<file path="config.mk">
export PLATFORM = sky130hd
export DESIGN_NAME = branch_predictor
export DESIGN_NICKNAME = d
export VERILOG_FILES = /design/src/rtl/branch_predictor.sv
export SDC_FILE = /design/constraint.sdc
export NUM_CORES = 1
export LEC_CHECK = 0
export CORE_AREA = 2 2 165 167
export CTS_BUF_LIST = sky130_fd_sc_hd__clkbuf_2 sky130_fd_sc_hd__clkbuf_4 sky130_fd_sc_hd__clkbuf_8
export CTS_CLUSTER_SIZE = 24
export DETAILED_ROUTE_END_ITERATION = 10
export DIE_AREA = 0 0 167 169
export PLACE_DENSITY = 0.82
export SLEW_MARGIN = 20
export SYNTH_ARGS = -nofsm -noshare
export SYNTH_HDL_FRONTEND = slang
export SYNTH_SLANG_ARGS = --single-unit
</file>
<file path="constraint.sdc">
create_clock -name clock -period 5.07 [get_ports clock]
set_input_delay 1.014 -clock clock [delete_from_list [all_inputs] [get_ports clock]]
set_output_delay 1.014 -clock clock [all_outputs]
set_load 0.02 [all_outputs]
</file>
<file path="src/rtl/branch_predictor.sv">
// Fetch-stage PC predictor: 2-bit counter table for jXX, taken for jmp/call.
// Optional return-address stack enabled by defining RAS_EN.
module branch_predictor #(
    parameter int AW           = 64,
    parameter int IDXW         = 4,
    parameter int TAGW         = 8,
    parameter int STATIC_TAKEN = 1,
    parameter int CNTW         = 32,
    parameter int RAS_DEPTH    = 8
) (
    input  logic            clock,
    input  logic            reset,
    input  logic [AW-1:0]   f_pc,
    input  logic [3:0]      f_icode,
    input  logic [3:0]      f_ifun,
    input  logic [AW-1:0]   f_valC,
    input  logic [AW-1:0]   f_valP,
    input  logic            f_stall,
    output logic [AW-1:0]   f_predPC,
    output logic            f_pred_taken,
    output logic            f_ret_pred,
    input  logic            e_update,
    input  logic [AW-1:0]   e_pc,
    input  logic            e_Cnd,
    input  logic            e_pred_taken,
    output logic            e_mispredict,
    input  logic            ras_flush,
    output logic [CNTW-1:0] perf_branches,
    output logic [CNTW-1:0] perf_mispred
);

    localparam int N = 1 << IDXW;
    localparam logic [3:0] I_JXX  = 4'h7;
    localparam logic [3:0] I_CALL = 4'h8;
    localparam logic [3:0] I_RET  = 4'h9;

    logic [N-1:0]    valid_q, valid_d;
    logic [TAGW-1:0] tag_q [N];
    logic [TAGW-1:0] tag_d [N];
    logic [1:0]      ctr_q [N];
    logic [1:0]      ctr_d [N];
    logic [CNTW-1:0] br_q, br_d;
    logic [CNTW-1:0] mis_q, mis_d;

    logic [IDXW-1:0] f_idx, e_idx;
    logic [TAGW-1:0] f_tag, e_tag;
    logic            f_hit, e_hit, cond_taken;

    assign f_idx = f_pc[IDXW-1:0];
    assign f_tag = f_pc[IDXW +: TAGW];
    assign e_idx = e_pc[IDXW-1:0];
    assign e_tag = e_pc[IDXW +: TAGW];
    assign f_hit = valid_q[f_idx] && (tag_q[f_idx] == f_tag);
    assign e_hit = valid_q[e_idx] && (tag_q[e_idx] == e_tag);
    assign cond_taken = f_hit ? ctr_q[f_idx][1] : (STATIC_TAKEN != 0);

    assign e_mispredict  = e_update && (e_Cnd != e_pred_taken);
    assign perf_branches = br_q;
    assign perf_mispred  = mis_q;

`ifdef RAS_EN
    localparam int PW = (RAS_DEPTH > 1) ? $clog2(RAS_DEPTH) : 1;
    localparam int CW = $clog2(RAS_DEPTH + 1);

    logic [AW-1:0] ras_q [RAS_DEPTH];
    logic [AW-1:0] ras_d [RAS_DEPTH];
    logic [PW-1:0] sp_q, sp_d, top_idx;
    logic [CW-1:0] cnt_q, cnt_d;
    logic          ras_nonempty;
    logic          unused_ok;

    assign top_idx = (sp_q == '0) ? PW'(RAS_DEPTH - 1) : sp_q - 1'b1;
    assign ras_nonempty = (cnt_q != '0);
    assign unused_ok = ^{f_pc, e_pc};

    always_comb begin
        ras_d = ras_q;
        sp_d  = sp_q;
        cnt_d = cnt_q;
        if (ras_flush) begin
            cnt_d = '0;
        end else if (!f_stall && f_icode == I_CALL) begin
            // Writing at sp when full overwrites the oldest slot.
            ras_d[sp_q] = f_valP;
            sp_d = (sp_q == PW'(RAS_DEPTH - 1)) ? '0 : sp_q + 1'b1;
            if (cnt_q != CW'(RAS_DEPTH))
                cnt_d = cnt_q + 1'b1;
        end else if (!f_stall && f_icode == I_RET && ras_nonempty) begin
            sp_d  = top_idx;
            cnt_d = cnt_q - 1'b1;
        end
    end
`else
    logic unused_ok;
    assign unused_ok = ^{f_pc, e_pc, f_stall, ras_flush} ^ (RAS_DEPTH == 0);
`endif

    always_comb begin
        f_predPC     = f_valP;
        f_pred_taken = 1'b0;
        f_ret_pred   = 1'b0;
        if (f_icode == I_CALL || (f_icode == I_JXX && f_ifun == 4'h0)) begin
            f_predPC     = f_valC;
            f_pred_taken = 1'b1;
        end else if (f_icode == I_JXX) begin
            f_pred_taken = cond_taken;
            f_predPC     = cond_taken ? f_valC : f_valP;
        end else if (f_icode == I_RET) begin
`ifdef RAS_EN
            if (ras_nonempty) begin
                f_predPC     = ras_q[top_idx];
                f_pred_taken = 1'b1;
                f_ret_pred   = 1'b1;
            end
`endif
        end
    end

    always_comb begin
        valid_d = valid_q;
        tag_d   = tag_q;
        ctr_d   = ctr_q;
        br_d    = br_q;
        mis_d   = mis_q;
        if (e_update) begin
            if (e_hit) begin
                if (e_Cnd && ctr_q[e_idx] != 2'b11)
                    ctr_d[e_idx] = ctr_q[e_idx] + 2'b01;
                else if (!e_Cnd && ctr_q[e_idx] != 2'b00)
                    ctr_d[e_idx] = ctr_q[e_idx] - 2'b01;
            end else begin
                valid_d[e_idx] = 1'b1;
                tag_d[e_idx]   = e_tag;
                ctr_d[e_idx]   = e_Cnd ? 2'b10 : 2'b01;
            end
            if (~&br_q)
                br_d = br_q + 1'b1;
        end
        if (e_mispredict && ~&mis_q)
            mis_d = mis_q + 1'b1;
    end

    always_ff @(posedge clock) begin
        tag_q <= tag_d;
        if (!reset) begin
            valid_q <= '0;
            for (int i = 0; i < N; i++)
                ctr_q[i] <= 2'b01;
            br_q  <= '0;
            mis_q <= '0;
        end else begin
            valid_q <= valid_d;
            ctr_q   <= ctr_d;
            br_q    <= br_d;
            mis_q   <= mis_d;
        end
    end

`ifdef RAS_EN
    always_ff @(posedge clock) begin
        ras_q <= ras_d;
        if (!reset) begin
            sp_q  <= '0;
            cnt_q <= '0;
        end else begin
            sp_q  <= sp_d;
            cnt_q <= cnt_d;
        end
    end
`endif

endmodule

</file>
==> flow_metrics.py, run 1 <==
metrics = {
    "run_status": {
        "outcome": "finished, violations left",
        "violations": "negative setup slack",
    },
    "place": {
        "pre_cts_slack_ns": -0.989,
        "hpwlAfterDp_um": 30300,
        "portBuffers": 294,
        "routabilityCongestion": 0.956,
    },
    "detailed_routing": {
        "wirelength_um": 41700,
        "firstDrtPassIters": 7,
        "vias": 10485,
        "antenna_left": 0,
        "drc": 0,
        "routedWlPerCell_um": 24.0,
        "viasPerCell": 6.03,
        "drtIter0Drc": 1160,
    },
    "critical_path": {
        "cp-end-kind": "primary output",
        "critPathKind": "input port to primary output",
        "required_ns": 4.06,
        "worstRegToRegCells": 9,
        "r2r-end": "ctr_q[12]",
        "crit_chain": "buf_8, buf_12, mux4_2, mux4_2, xnor2_2, buf_4, nand4_1, nor4_4, buf_4, a21oi_4, nor2_4, buf_12, buf_12, buf_8, mux2_4, buf_6",
        "worst_path_largest_cell_delay_ns": 0.51,
        "crit_path_top_delay_cell": "mux4_2",
        "reg2reg_from": "tag_q[63]",
        "cp_max_fo": 6,
        "crit_arrival_ns": 4.42,
        "crit_top_cell": "buf_12",
        "r2r_slack_ns": 1.78,
        "startpoint_type": "input port",
    },
    "yosys": {
        "avgSynthCellArea_um2": 12.1,
        "synth_common_cells": "128 x edfxtp_1, 112 x dfxtp_1, 77 x mux2_1",
        "synth.distinct_cells": 60,
        "synth_edf_count": 128,
        "syn-cell-area_um2": 12500,
        "yosysTopAreaCell": "edfxtp_1",
        "seq_area_frac_synth_pct": 48.8,
        "synth.most_common_cell": "edfxtp_1",
        "netlist_top_cells_area": "edfxtp_1 31%, dfxtp_1 18%, mux4_2 13%",
        "synthCells": 1030,
        "synth_ff_type": "edfxtp_1",
        "ys_warn_count": 0,
        "async_reset_ff_share_pct": 0,
        "synth_seq_cells": 240,
        "synth_top_cell_area_share_pct": 30.8,
        "syn-num-nets": 1305,
    },
    "timing": {
        "period_share_pct": 107,
        "setup_viol": 65,
        "drv_slew": 0,
        "slew_headroom_pct": 34.2,
        "grt_setup_unrepaired": "true",
        "fin_ws_ns": -0.365,
        "fin_crit_ns": 5.44,
        "tightestPinTransition_ns": 0.979,
        "clock.fmax_mhz": 184,
        "tns_ns": -19.13,
        "finalClockSkew_ns": 0.0336,
        "hold_viol_final": 0,
    },
    "hold_path": {
        "min_to": "valid_q[1]",
        "holdPathStages": 1,
        "hp-start": "valid_q[1]",
        "hp-class": "flip-flop to flip-flop",
    },
    "clock_network": {
        "cts_tree": "built",
        "cts.clk_slew.worst_paths_ns": 0.07,
        "cts_inserted_buffers": 38,
        "cts-root-buf": "clkbuf_8",
        "cts_htree_levels": 2,
        "clk_latency_ns": 0.53,
        "cts_sinks": 240,
        "clock_path_buffers": 3,
        "cts_hold_buf": 0,
    },
    "global_route": {
        "antenna_found_initial": 5,
        "grt_use_total_pct": 28.9,
        "grt_start_max_net_pins": 81,
        "grt_overflow": 0,
        "grt_pass1_wl_um": 62100,
        "grt_pass1_vias": 10452,
    },
    "run": {
        "drv_cap": 0,
    },
    "die": {
        "core_area_um2": 26500,
        "die_w_um": 167,
        "rows": 60,
        "die_h_um": 169,
        "dieArea_um2": 28200,
        "initial_core_util_pct": 47.0,
        "num_io_pins": 402,
    },
    "power": {
        "p_leak_nw": 6.14,
        "ir_drop_uv": 145,
        "power.density_nw_per_um2": 262,
    },
    "layout": {
        "layout.nets": 1644,
        "syn_to_final_growth_pct": 39.0,
        "final_layout_size_suffix_gt1_share_pct": 25.5,
    },
}
[worst max path at each step]
stage,end,startpoint,slack [ns],depth (start not counted)
after floorplan,f_predPC[54],f_pc[2],0.24,11
after global placement,f_predPC[9],f_pc[1],-0.95,14
after detailed placement,f_predPC[9],f_pc[1],-0.99,14
after CTS,f_predPC[6],f_pc[0],-0.24,15
after global routing,f_predPC[36],f_pc[0],-0.45,16
final,f_predPC[36],f_pc[0],-0.37,16
[stage by stage]
stage | area, um^2 | util, % | power, mW | std cells | hold WS, ns
after floorplan | 12500 | - | 2.47 | 1030 | 0.449
after global placement | 16100 | 60.7 | 2.81 | 1662 | 0.469
after detailed placement | 16100 | 60.7 | 2.82 | 1662 | 0.471
after CTS | 16900 | 63.7 | 4.48 | 1735 | 0.490
after global routing | 17300 | 65.4 | 4.66 | 1738 | 0.504
final | 17300 | 65.4 | 4.54 | 1739 | 0.493
[cells by family after synthesis]
group	after synthesis	share of synthesized area (%)
fa+ha+maj	4	0.401
buf+inv	96	3.68
xor+xnor	58	4.07
compound gates	177	9.39
flops	240	48.8
mux	178	22.3
other cells	1	0.0301
simple gates	276	11.3
[power by group]
group	total, mW	switching (mW)	internal [mW]	leakage, nW
combinational	0.755	0.348	0.407	3.67
sequential	2.10	0.0204	2.08	2.06
clock	1.68	0.748	0.934	0.407
total	4.54	1.12	3.42	6.14
[per-layer routing]
metal	part of all wire, %	wire [um]	track usage (%)	up-vias
met5	0	0	0	-
met4	3.9	1610	10.6	0
met3	10	4370	8.44	113
met2	51	21400	52.1	625
met1	34	14300	32.4	5098
li1	-	-	-	4649
[area by class of cell]
class,instances,area (um^2)
antenna,4,10.0
clock buffer,57,703
clock inverter,8,63.8
fill,1884,9170
inverter,29,109
multi-input combinational,694,6210
sequential,240,6090
tap,341,427
timing repair buffer,366,3730
[layout by cell type, fill, tap and decap left out, drive strengths merged, types with 5 or more instances in the layout]
cell             n
a21oi           45
a311oi          16
a31oi           10
and3             5
and4            10
buf            141
clkbuf          58
clkdlybuf4s50  223
clkinv           6
dfxtp          112
edfxtp         128
inv             29
mux2            82
mux2i           24
mux4            72
nand2           54
nand2b           6
nand3           22
nand4           15
nor2            70
nor2b            7
nor3            29
nor3b            8
nor4             9
o21a            16
o21ai           44
o311ai          16
or3             29
xnor2           42
xor2            16
[what timing repair did]
item / 4_1_cts / 5_1_grt
resized for setup: 335 / 144
cloned: 2 / 0
pin swaps: 1 / 3
endpoints found under the hold margin: 0 / 0
buffers inserted: 6 / 5
setup endpoints to repair: 65 / 65
[worst max-delay path, delay by kind of cell]
kind | cells | cell delay [ns]
AO/OA/AOI/OAI | 1 | 0.05
buffers and inverters | 8 | 1.08
XOR/XNOR | 1 | 0.17
multiplexers | 3 | 1.33
AND/OR/NAND/NOR | 3 | 0.73
[state kept, by name, summed over array words and instances (netlist names)]
register and cells:
ctr_q 32, tag_q 128, valid_q 16, perf_mispred 32, perf_branches 32
No activity file was read; power rests on OpenSTA's default activity.
==> run 2: changes to the inputs <==
--- a/config.mk
+++ b/config.mk
@@ -10,7 +10,7 @@
 export CTS_CLUSTER_SIZE = 24
 export DETAILED_ROUTE_END_ITERATION = 10
 export DIE_AREA = 0 0 167 169
-export PLACE_DENSITY = 0.82
+export PLACE_DENSITY = 0.87
 export SLEW_MARGIN = 20
 export SYNTH_ARGS = -nofsm -noshare
 export SYNTH_HDL_FRONTEND = slang
==> run 2 against run 1 <==
- the run still ends with negative setup slack left
- critical endpoint is now f_predPC[16]
- utilization up 1.0 points
- sequential share of layout area shrank 0.55 points
- largest power group unchanged
- combinational power up 6.9%
- sequential cell count did not move
- cell area rose by 1.6%
- largest cell class unchanged
- register-to-register slack got worse by 0.13 ns
==> flow_metrics.py, run 2 (synthesized netlist as in run 1, its figures left out) <==
metrics = {
    "layout": {
        "largest-register": "tag_q",
        "layout.nets": 1648,
        "post-route-util_pct": 66.5,
        "layout_common_cells": "223 x clkdlybuf4s50_1, 128 x edfxtp_1, 112 x dfxtp_1",
        "layout.area.seq_um2": 6090,
        "nFillCells": 1819,
        "largest_reg_flops": 128,
        "syn_to_final_growth_pct": 41.3,
        "final_layout_size_suffix_gt1_share_pct": 27.3,
        "stdcell_count": 1751,
        "final_common_cell": "clkdlybuf4s50_1",
        "multi_input_area_um2": 6300,
        "final_area_um2": 17600,
    },
    "die": {
        "die_h_um": 169,
        "core_area_um2": 26500,
        "die_w_um": 167,
        "dieArea_um2": 28200,
        "rows": 60,
        "initial_core_util_pct": 47.0,
        "num_io_pins": 402,
    },
    "hold_path": {
        "hp-class": "flip-flop to flip-flop",
        "holdPathStages": 1,
        "hp-start": "valid_q[14]",
    },
    "place": {
        "hpwlAfterDp_um": 33800,
        "pre_cts_slack_ns": -0.859,
        "place_inst": 1657,
        "portBuffers": 294,
        "dpl_cell_area_um2": 16100,
        "routabilityCongestion": 0.977,
    },
    "timing": {
        "grt_setup_unrepaired": "true",
        "hold_viol_final": 0,
        "fin_ws_ns": -0.179,
        "tightestPinTransition_ns": 1.07,
        "clock.fmax_mhz": 191,
        "drv_slew": 0,
        "finalClockSkew_ns": 0.0365,
        "fin_crit_ns": 5.25,
        "setup_viol": 64,
        "period_share_pct": 104,
        "slew_headroom_pct": 28.2,
    },
    "global_route": {
        "grt_pass1_wl_um": 66300,
        "grt_use_total_pct": 31.5,
        "grt_overflow": 0,
        "antenna_found_initial": 10,
        "grt_pass1_vias": 10751,
        "grt_start_max_net_pins": 49,
    },
    "detailed_routing": {
        "routedWlPerCell_um": 26.6,
        "viasPerCell": 6.27,
        "drtIter0Drc": 1524,
        "antenna_left": 0,
        "vias": 10979,
        "wirelength_um": 46500,
        "drc": 0,
        "firstDrtPassIters": 6,
    },
    "power": {
        "sw_frac_of_total_pct": 25.2,
        "combPwrFrac_pct": 17.3,
        "p_switching_mw": 1.18,
        "p_leak_nw": 6.26,
        "pwr-share-clk_pct": 37.8,
        "ir_drop_uv": 164,
        "internal_power_mw": 3.50,
        "power.density_nw_per_um2": 266,
        "power_frac_seq_pct": 44.9,
    },
    "clock_network": {
        "cts_sinks": 240,
        "cts_hold_buf": 0,
        "cts-root-buf": "clkbuf_8",
        "clock_path_buffers": 3,
        "clk_latency_ns": 0.55,
        "cts_htree_levels": 2,
        "cts_inserted_buffers": 39,
        "cts.clk_slew.worst_paths_ns": 0.05,
        "cts_tree": "built",
    },
    "critical_path": {
        "critPathKind": "input port to primary output",
        "startpoint_type": "input port",
        "cp_max_fo": 7,
        "crit_arrival_ns": 4.23,
        "critPathLaunch": "f_pc[0]",
        "reg2reg_from": "tag_q[40]",
        "cp-end-kind": "primary output",
        "required_ns": 4.06,
        "worstRegToRegCells": 9,
    },
    "run_status": {
        "outcome": "finished, violations left",
        "violations": "negative setup slack",
    },
    "run": {
        "drv_cap": 0,
    },
}
-- run 2: power groups by stage --
stage | Combinational (mW) | Clock [mW] | Sequential, mW
2_1_floorplan | 0.333 | 0 | 2.14
3_3_place_gp | 0.682 | 0 | 2.14
3_5_place_dp | 0.695 | 0 | 2.14
4_1_cts | 0.742 | 1.77 | 2.10
5_1_grt | 0.831 | 1.86 | 2.10
6_report | 0.807 | 1.77 | 2.10
-- run 2: worst paths after layout --
path	end	slack (ns)
worst max-delay path	f_predPC[16]	-0.18
worst min-delay path	valid_q[14]	0.49
worst max register to register	ctr_q[18]	1.65
worst min register to register	valid_q[14]	0.49
-- run 2: repair_timing --
item                                    4_1_cts  5_1_grt
buffers inserted                             11        1
endpoints found under the setup margin       65       65
pin swaps                                     6        4
resized for setup                           384       99
cloned                                        5        1
-- run 2: through the flow --
step | TNS, ns | hold WS (ns) | total power [mW]
final | -9.44 | 0.494 | 4.68
after floorplan | 0 | 0.449 | 2.47
after CTS | -6.25 | 0.492 | 4.61
after global placement | -47.06 | 0.473 | 2.82
after detailed placement | -49.55 | 0.476 | 2.83
after global routing | -13.79 | 0.504 | 4.79
-- run 2: worst max-delay path: stages --
cell and delay [ns]:
buf_8 0.09, buf_12 0.12, mux4_2 0.51, mux4_2 0.52
xnor2_2 0.16, buf_6 0.15, nand4_1 0.12, nor4_2 0.32
buf_4 0.19, a21oi_4 0.06, nor2_4 0.16, buf_8 0.18
buf_16 0.14, mux2_4 0.32, buf_6 0.13
-- run 2: final cells by class --
type | instances | share of cell area (%)
antenna | 9 | 0.128
clock buffer | 59 | 4.26
clock inverter | 10 | 0.455
inverter | 29 | 0.618
multi-input combinational | 694 | 35.8
sequential | 240 | 34.6
tap | 341 | 2.42
timing repair buffer | 369 | 21.8
-- run 2: routing by layer --
| layer | GRT usage, % | wire [um] | up-vias |
|---|---|---|---|
| met5 | 3.30 | 143 | - |
| met4 | 17.6 | 2740 | 4 |
| met3 | 14.3 | 6440 | 202 |
| met2 | 52.5 | 22400 | 819 |
| met1 | 33.1 | 14800 | 5274 |
| li1 | - | - | 4680 |
